File: src/rtl/adder_pkg.sv
// Shared definitions for the conditional-sum adder stages: default width,
// carry-stage FSM encoding and the h_prim inversion mask.
package adder_pkg;

    localparam int DEFAULT_WIDTH = 7;
    localparam int MAX_WIDTH     = 64;

    typedef enum logic [1:0] {
        IDLE    = 2'd0,
        COMPUTE = 2'd1,
        HOLD    = 2'd2
    } carry_state_t;

    // Only the arithmetic LSB (index width-1) flips when the carry-in is 1.
    function automatic logic [MAX_WIDTH-1:0] h_prim_mask(input int width);
        return MAX_WIDTH'(1) << (width - 1);
    endfunction

endpackage

File: src/rtl/carry_chain_stage_carry_bit_cell.sv
// One carry-ripple cell: carry out of a single bit position given its carry-in.
module carry_bit_cell (
    input  logic a,
    input  logic b,
    input  logic cin,
    output logic cout
);

    always_comb begin
        cout = (a & b) | ((a ^ b) & cin);
    end

endmodule

File: src/rtl/carry_chain_stage.sv
// Carry-precompute stage: ripples the carry-in-0 and carry-in-1 chains and holds
// the four vectors for the sum stage. Define CARRY_CHAIN_FASTPATH_EN for a
// single-cycle combinational build.
module carry_chain_stage
    import adder_pkg::*;
#(
    parameter int WIDTH = DEFAULT_WIDTH
) (
    input  logic             clk,
    input  logic             rst,
    input  logic             in_valid,
    output logic             in_ready,
    input  logic [WIDTH-1:0] a_in,
    input  logic [WIDTH-1:0] b_in,
    output logic             out_valid,
    input  logic             out_ready,
    output logic [WIDTH-1:0] half_sum_vector,
    output logic [WIDTH-1:0] h_prim,
    output logic [WIDTH-1:0] carry_generate_vector,
    output logic [WIDTH-1:0] g_prim
);

    localparam logic [WIDTH-1:0] HP_MASK = WIDTH'(h_prim_mask(WIDTH));

    // Handshake: a transfer happens on any rising edge where valid and ready
    // are both high; in_ready is high only in IDLE, out_valid only in HOLD.
    carry_state_t     state_q, state_d;
    logic [WIDTH-1:0] hs_q, hs_d;
    logic [WIDTH-1:0] hp_q, hp_d;
    logic [WIDTH-1:0] cg_q, cg_d;
    logic [WIDTH-1:0] gp_q, gp_d;

    assign in_ready              = (state_q == IDLE);
    assign out_valid             = (state_q == HOLD);
    assign half_sum_vector       = hs_q;
    assign h_prim                = hp_q;
    assign carry_generate_vector = cg_q;
    assign g_prim                = gp_q;

`ifdef CARRY_CHAIN_FASTPATH_EN

    // Chain index WIDTH is the incoming carry; each cell feeds the next lower index.
    logic [WIDTH:0] c0_chain;
    logic [WIDTH:0] c1_chain;

    assign c0_chain[WIDTH] = 1'b0;
    assign c1_chain[WIDTH] = 1'b1;

    for (genvar i = 0; i < WIDTH; i++) begin : g_fast
        carry_bit_cell u_c0 (
            .a    (a_in[i]),
            .b    (b_in[i]),
            .cin  (c0_chain[i+1]),
            .cout (c0_chain[i])
        );
        carry_bit_cell u_c1 (
            .a    (a_in[i]),
            .b    (b_in[i]),
            .cin  (c1_chain[i+1]),
            .cout (c1_chain[i])
        );
    end

    always_comb begin
        state_d = state_q;
        hs_d    = hs_q;
        hp_d    = hp_q;
        cg_d    = cg_q;
        gp_d    = gp_q;
        case (state_q)
            IDLE: begin
                if (in_valid) begin
                    hs_d    = a_in ^ b_in;
                    hp_d    = (a_in ^ b_in) ^ HP_MASK;
                    cg_d    = c0_chain[WIDTH-1:0];
                    gp_d    = c1_chain[WIDTH-1:0];
                    state_d = HOLD;
                end
            end
            HOLD: begin
                if (out_ready) begin
                    state_d = IDLE;
                end
            end
            default: state_d = IDLE;
        endcase
    end

    always_ff @(posedge clk or posedge rst) begin
        if (rst) begin
            state_q <= IDLE;
            hs_q    <= '0;
            hp_q    <= '0;
            cg_q    <= '0;
            gp_q    <= '0;
        end else begin
            state_q <= state_d;
            hs_q    <= hs_d;
            hp_q    <= hp_d;
            cg_q    <= cg_d;
            gp_q    <= gp_d;
        end
    end

`else

    localparam int IDX_W = (WIDTH > 1) ? $clog2(WIDTH) : 1;
    localparam logic [IDX_W-1:0] IDX_LSB = IDX_W'(WIDTH - 1);

    logic [WIDTH-1:0] a_q, a_d;
    logic [WIDTH-1:0] b_q, b_d;
    logic [IDX_W-1:0] idx_q, idx_d;
    logic [IDX_W-1:0] idx_p1;
    logic             at_lsb;
    logic             c0, c1;
    logic             c0_out, c1_out;

    // idx_p1 may wrap when idx is at the LSB, but it is only used when it is not.
    assign idx_p1 = idx_q + IDX_W'(1);
    assign at_lsb = (idx_q == IDX_LSB);
    assign c0     = at_lsb ? 1'b0 : cg_q[idx_p1];
    assign c1     = at_lsb ? 1'b1 : gp_q[idx_p1];

    carry_bit_cell u_c0 (
        .a    (a_q[idx_q]),
        .b    (b_q[idx_q]),
        .cin  (c0),
        .cout (c0_out)
    );

    carry_bit_cell u_c1 (
        .a    (a_q[idx_q]),
        .b    (b_q[idx_q]),
        .cin  (c1),
        .cout (c1_out)
    );

    always_comb begin
        state_d = state_q;
        hs_d    = hs_q;
        hp_d    = hp_q;
        cg_d    = cg_q;
        gp_d    = gp_q;
        a_d     = a_q;
        b_d     = b_q;
        idx_d   = idx_q;
        case (state_q)
            IDLE: begin
                if (in_valid) begin
                    a_d     = a_in;
                    b_d     = b_in;
                    hs_d    = a_in ^ b_in;
                    hp_d    = (a_in ^ b_in) ^ HP_MASK;
                    cg_d    = '0;
                    gp_d    = '0;
                    idx_d   = IDX_LSB;
                    state_d = COMPUTE;
                end
            end
            COMPUTE: begin
                cg_d[idx_q] = c0_out;
                gp_d[idx_q] = c1_out;
                // Exit on writing bit 0 so the counter never wraps.
                if (idx_q == '0) begin
                    state_d = HOLD;
                end else begin
                    idx_d = idx_q - IDX_W'(1);
                end
            end
            HOLD: begin
                if (out_ready) begin
                    state_d = IDLE;
                end
            end
            default: state_d = IDLE;
        endcase
    end

    always_ff @(posedge clk or posedge rst) begin
        if (rst) begin
            state_q <= IDLE;
            hs_q    <= '0;
            hp_q    <= '0;
            cg_q    <= '0;
            gp_q    <= '0;
            a_q     <= '0;
            b_q     <= '0;
            idx_q   <= '0;
        end else begin
            state_q <= state_d;
            hs_q    <= hs_d;
            hp_q    <= hp_d;
            cg_q    <= cg_d;
            gp_q    <= gp_d;
            a_q     <= a_d;
            b_q     <= b_d;
            idx_q   <= idx_d;
        end
    end

`endif

endmodule
File: config.mk
export PLATFORM = sky130hd
export DESIGN_NAME = carry_chain_stage
export DESIGN_NICKNAME = d
export VERILOG_FILES = /design/src/rtl/adder_pkg.sv /design/src/rtl/carry_chain_stage_carry_bit_cell.sv /design/src/rtl/carry_chain_stage.sv
export SDC_FILE = /design/constraint.sdc
export NUM_CORES = 1
export LEC_CHECK = 0
export ABC_CLOCK_PERIOD_IN_PS = 2800
export CAP_MARGIN = 20
export CELL_PAD_IN_SITES_DETAIL_PLACEMENT = 0
export CELL_PAD_IN_SITES_GLOBAL_PLACEMENT = 1
export CORE_UTILIZATION = 39
export CTS_CLUSTER_SIZE = 28
export DETAILED_ROUTE_END_ITERATION = 6
export GPL_ROUTABILITY_DRIVEN = 0
export PLACE_DENSITY = 0.85
export SLEW_MARGIN = 10
export SYNTH_ARGS = -nofsm -noshare
export SYNTH_HDL_FRONTEND = slang
export SYNTH_SLANG_ARGS = --single-unit
File: constraint.sdc
create_clock -name clk -period 2.8 [get_ports clk]
set_input_delay 0.56 -clock clk [delete_from_list [all_inputs] [get_ports clk]]
set_output_delay 0.56 -clock clk [all_outputs]
set_load 0.01 [all_outputs]
======== After elaboration in Yosys (flattened, before gate mapping) ========
Cells that the tools add are included.
word-level totals
  output and inout bits ................... 30
  bits in registers ....................... 47
  bits of input ports ..................... 18
operators by class
  $lt $le $gt $ge ......................... 3
  muxes and demuxes ....................... 24
  reduce and logical (&&, ||, !) cells .... 8
  bitwise gates (word level) .............. 8
  add/subtract/negate cells ............... 2
  eq/ne operators ......................... 7
operator list
  cell                                                               number
  one-hot mux 7 bit (2 select lines)                                 2
  bitwise mux 7 bit                                                  2
  binary-select mux 1 bit (select 3 bit)                             4
  less-than comparator 3 x 4 -> 1 bit, second input constant         2
  two-way mux 1 bit                                                  7
  two-way mux 7 bit                                                  1
  XOR 7 bit                                                          1
  two-way mux 2 bit                                                  3
  two-way mux 3 bit                                                  2
  != test 2 bit, second input constant                               3
  one-hot mux 2 bit (3 select lines)                                 1
  one-hot mux 3 bit (2 select lines)                                 1
  AND reduction 3 bit                                                2
  AND reduction 2 bit                                                2
  adder 3 x 1 -> 3 bit, second input constant                        1
  AND 1 bit                                                          3
  demux 1 bit (select 3 bit)                                         1
  == test 3 bit, second input constant                               1
  greater-or-equal comparator 3 x 1 -> 1 bit, second input constant  1
  logical NOT 3 bit                                                  1
  subtractor 3 x 1 -> 3 bit, second input constant                   1
  == test 2 x 1 -> 1 bit, second input constant                      1
  == test 2 bit, second input constant                               1
  logical NOT 2 bit                                                  1
  6 further kinds                                                    7

======== Logic depth before layout (Yosys ltp) ========
  word-level depth ........................ 8
  gate-level depth with buffers ........... 10

======== Hierarchy ========
Synthesis repeated with hierarchy kept, for this count alone.
unflattened totals
  cell total of the unflattened synthesis .. 232
  area total of the unflattened synthesis .. 2,185.8 µm²
by module, submodules not included
  module             instances  seq. area each (µm²)  area each (µm²)  cells each
  carry_chain_stage  1          1,026.0               2,145.8          228
  carry_bit_cell     2          0.0                   20.0             2

======== Worst setup path before layout ========
No wires, ideal clock.
  path kind ............................... reg-to-reg
  start ................................... register idx_q[2]
  end ..................................... register cg_q[1] (netlist: carry_generate_vector[1])
  cell stages (with the launch flop) ...... 11
  arrival time ............................ 2,489 ps
  buffers on the path ..................... 2
  slack ................................... 207 ps
  clock period less this slack ............ 2,593 ps
  data required time ...................... 2,696 ps
  library setup time ...................... 104 ps
  cells stage by stage .................... dfrtp_1 > buf_4 > clkbuf_1 > mux2_2 > a32oi_1 > o221ai_1 > ha_1 > inv_1 > a211oi_2 > a41oi_1 > o311ai_1
on the way
  cells in the longest elaborated chain, start to end .. 8
ends and longest elaborated chain
  what                                     RTL line                                source
  start, declared                          carry_chain_stage.sv:112                logic [IDX_W-1:0] idx_q, idx_d;
  start signal, assigned                   carry_chain_stage.sv:197                idx_q <= idx_d;
  adder 3 x 1 -> 3 bit                     carry_chain_stage.sv:119                assign idx_p1 = idx_q + IDX_W'(1);
  binary-select mux 1 bit (select 3 bit)   carry_chain_stage.sv:121                assign c0 = at_lsb ? 1'b0 : cg_q[idx_p1];
  two-way mux 1 bit (implied by the code)  carry_chain_stage.sv:121
  two-way mux 1 bit                        carry_chain_stage.sv:121
  AND 1 bit                                carry_chain_stage_carry_bit_cell.sv:10  cout = (a & b) | ((a ^ b) & cin);
  bitwise OR 1 bit                         carry_chain_stage_carry_bit_cell.sv:10
  bitwise mux 7 bit (*)                    carry_chain_stage.sv:161                cg_d[idx_q] = c0_out;
  one-hot mux 7 bit (2 select lines) (*)   carry_chain_stage.sv:147                case (state_q)
  end signal, assigned                     carry_chain_stage.sv:193                cg_q <= cg_d;
  end, declared                            carry_chain_stage.sv:30                 logic [WIDTH-1:0] cg_q, cg_d;
Mark *: on every way between the ends. The rest lies on a longest branch, timed or not. The select of a mux whose other input is x is not followed.
A chain may end at the register's enable or synchronous reset.

======== Final worst setup path ========
  start ................................... register idx_q[1]
  end ..................................... register cg_q[1] (netlist: carry_generate_vector[1])
Same word-level chain as after synthesis.

==> summary.txt <==
Timing
  • Worst Skew: 0.007811 ns
  • Final Setup Violations: 0
  • Fin. max-slew vios: 0
  • Final hold violations: 0
  • Final Worst Setup Slack: 0.1549 ns
  • Minimum clock period: between 2 and 3 ns
  • Setup TNS: 0 ns
  • Fmax: 378.1 MHz
  • Worst Tran Pin Value: between 0.5 and 0.6 ns
  • Slew HR: between 60% and 70%
  • Hold slack: approximately 0.48 ns
  • Final Cycle Share: between 90% and 100%
  • Unrepaired setup endpoints after global routing: false

Worst setup path
  • Req. time, crit path: 3.00 ns
  • CP startpoint kind: flip-flop
  • Crit-path leading delay family: compound AO/OA/AOI/OAI gates
  • Critical path type: flip-flop to flip-flop
  • Max FO, Critical Path: 12
  • Crit path top cell by count: inv_1
  • CP max-delay cell: dfrtp_1
  • Max stage delay on crit path: 0.50 ns
  • CP Cell Sequence: inv_1, nor2_1, a221oi_1, o21ai_0, ha_1, inv_1, a211oi_2, a41oi_1, o311ai_1
  • Critical path endpoint category: flip-flop
  • CP Buf/Inv Count: 2
  • Critical Path AT: 2.84 ns

Drt
  • DRT iter0 DRCs: 125
  • Vias after detailed routing: 1983
  • Routed WL: 5.462 mm
  • Drt drc: 0
  • Vias/cell: 5.302
  • WL/cell: roughly 15 um
  • DR pass1 iterations: 4
  • Final ANT Viol Nets: 0

Synth
  • Syn nets: 281
  • Seq/Total Area, Yosys: 43.59%
  • Synth async-reset ratio: 100.0%
  • Most numerous cell in the Yosys netlist: nand2_1
  • EDFF count, synth: 0
  • Synthesized area per cell: 9.122 um^2
  • Synth top area share: 43.59%
  • Post-synth top area cell: dfrtp_1
  • Top_reg_cell synth: dfrtp_1
  • Leading post-synthesis cells by cell area: dfrtp_1, nand2_1, nand3_1
  • Number of synthesized register bits: 41
  • Mapped Area: 2354 um^2
  • Synth unique cells: 49
  • Post-Synthesis Cells: 258
  • Synth Warn #: 0
  • Synth top cells by count: nand2_1, dfrtp_1, nand3_1

Layout
  • Finished Core Util: 51.79%
  • Fraction of layout cells with a size suffix above 1: 9.603%
  • Multi-input logic area: 1179 um^2
  • Synthesis-to-finish area growth: 24.88%
  • Register area: 1026 um^2
  • Final nets: ~320
  • Number of filler cells placed in the layout: roughly 560
  • Diode count: 0

Die
  • Initial core utilization: 41.47%
  • Die height: 79.68 um
  • IO Count: 48
  • Num rows: 27
  • Die width: 79.68 um
  • Full die area: roughly 6300 um^2
  • Core area: about 5700 um^2

Outcome
  • Status: finished, final reports clean

Placement
  • Detailed Place HPWL: around 4 mm
  • Worst slack, placed: 0.2487 ns
  • Port bufs: 47

Clock tree
  • Clock root buffer: clkbuf_8
  • Clk Latency, worst-skew pair: roughly 0.30 ns
  • Clock tree from TritonCTS: done
  • TritonCTS Buffers: 5
  • CTS clk-pin slew, worst paths: ~0.08 ns
  • Post-CTS Setup Repair Bufs: 0
  • CTS Hold Buffers Added: 0
  • H-tree depth: 2
  • CTS max path bufs: 2
  • CTS resizes: 0
  • Clock sink count: 41

GRT
  • Largest net degree at the start of global routing: 42
  • Gr usage total: 19.16%
  • Global route overflow: 0
  • Vias in the first global route: ~2k
  • Initial antenna violation count: 0
  • First-pass GRT wire length: 9.363 mm

Flow run
  • Max-cap violations: 0

Hold path
  • Worst hold-check path type: flip-flop to flip-flop

Power
  • Leak: 1.246 nW
  • Pwr dens: 1205 nW/um^2
  • Flop pwr share: 30.6%
  • Maximum vdd drop: 0.4838 mV
  • Gate power share: roughly three fifths
  • Sw frac: 44.48%
  • Internal power: roughly 2.0 mW
  • Clock power share: 11.0%
  • Net Sw Power: 1.576 mW
## logic make-up (layout without fill, tap and decap cells)
kind of cell / after synthesis / after routing / synth area share (%)
flip-flops: 41 / 41 / 43.59
buffers and inverters: 26 / 70 / 6.326
AO/OA/AOI/OAI: 45 / 45 / 13.88
AND/OR/NAND/NOR: 127 / 127 / 26.00
XOR/XNOR: 8 / 8 / 3.296
multiplexers: 6 / 6 / 4.253
adder cells (fa/ha/maj): 5 / 5 / 2.658
## cells in the final DEF (no fill, tap or decap), types with 2 or more instances in the layout
cell type / instances
nand2_1: 56
clkdlybuf4s50_1: 47
dfrtp_1: 41
nand3_1: 22
nor2_1: 16
a21oi_1: 10
buf_4: 8
xnor2_1: 7
o21ai_1: 7
nor2b_1: 6
inv_1: 6
nand2b_1: 6
nor3_1: 5
ha_1: 5
clkbuf_8: 5
o211ai_1: 4
nand4_1: 4
nand3b_1: 3
o21ai_0: 3
o311ai_1: 3
nor3b_2: 2
a22oi_1: 2
and3_1: 2
mux2_2: 2
a221oi_1: 2
a31oi_1: 2
a41oi_1: 2
clkinvlp_4: 2
## path summary, 6_finish.rpt
path                                       start                                   end  slack (ns)  cells after the start
max                         idx_q[1]$_DFFE_PP0P_  carry_generate_vector[1]$_DFFE_PP0P_        0.15                      9
min                        h_prim[6]$_DFFE_PP0P_                 h_prim[6]$_DFFE_PP0P_        0.48                      2
max reg2reg                 idx_q[1]$_DFFE_PP0P_  carry_generate_vector[1]$_DFFE_PP0P_        0.15                      9
min reg2reg                h_prim[6]$_DFFE_PP0P_                 h_prim[6]$_DFFE_PP0P_        0.48                      2
max in group asynchronous                    rst  carry_generate_vector[1]$_DFFE_PP0P_        1.75                      3
min in group asynchronous                    rst        half_sum_vector[3]$_DFFE_PP0P_        0.69                      3
## state kept, by name, indices dropped and copies added (netlist names)
name / flops
b_q: 7
g_prim: 7
half_sum_vector: 7
a_q: 7
idx_q: 3
h_prim: 1
state_q: 2
carry_generate_vector: 7
## worst reg2reg max path, stage by stage, from the launching register on
cell and delay, ns:
dfrtp_1 0.50, inv_1 0.25, nor2_1 0.12, a221oi_1 0.33, o21ai_0 0.13, ha_1 0.31
inv_1 0.10, a211oi_2 0.47, a41oi_1 0.22, o311ai_1 0.13
## layout make-up
class	count	share of cell area, %
Inverter	7	0.8940
Sequential cell	41	34.91
Multi-Input combinational cell	191	40.10
Tap cell	72	3.065
Timing Repair Buffer	55	18.05
Clock buffer	6	2.469
Clock inverter	2	0.5109
## power by group through the flow
| stage | sequential, mW | clock (mW) | combinational [mW] |
|---|---|---|---|
| floorplan | 1.05 | 0 | 1.42 |
| global placement | 1.09 | 0 | 2.05 |
| detailed placement | 1.10 | 0 | 2.06 |
| CTS | 1.09 | 0.397 | 2.07 |
| global route | 1.12 | 0.421 | 2.27 |
| finish | 1.08 | 0.389 | 2.07 |
## per-layer routing
layer	global-route usage [%]	routed length, um	vias up	part of all wire (%)
met1	26.07	2566	947	47
met4	7.455	89	0	1.6
met5	0	0	-	0
met3	4.000	282	7	5.2
li1	-	-	984	-
met2	29.66	2523	45	46
## stage by stage
step / power, mW / instances / cell area [um^2]
final: 3.542 / 374 / 2939
after global routing: 3.813 / 374 / 2939
after CTS: 3.556 / 374 / 2939
after detailed placement: 3.156 / 366 / 2851
after global placement: 3.145 / 366 / 2851
after floorplan: 2.470 / 258 / 2354
(Power assumes the default switching activity.)
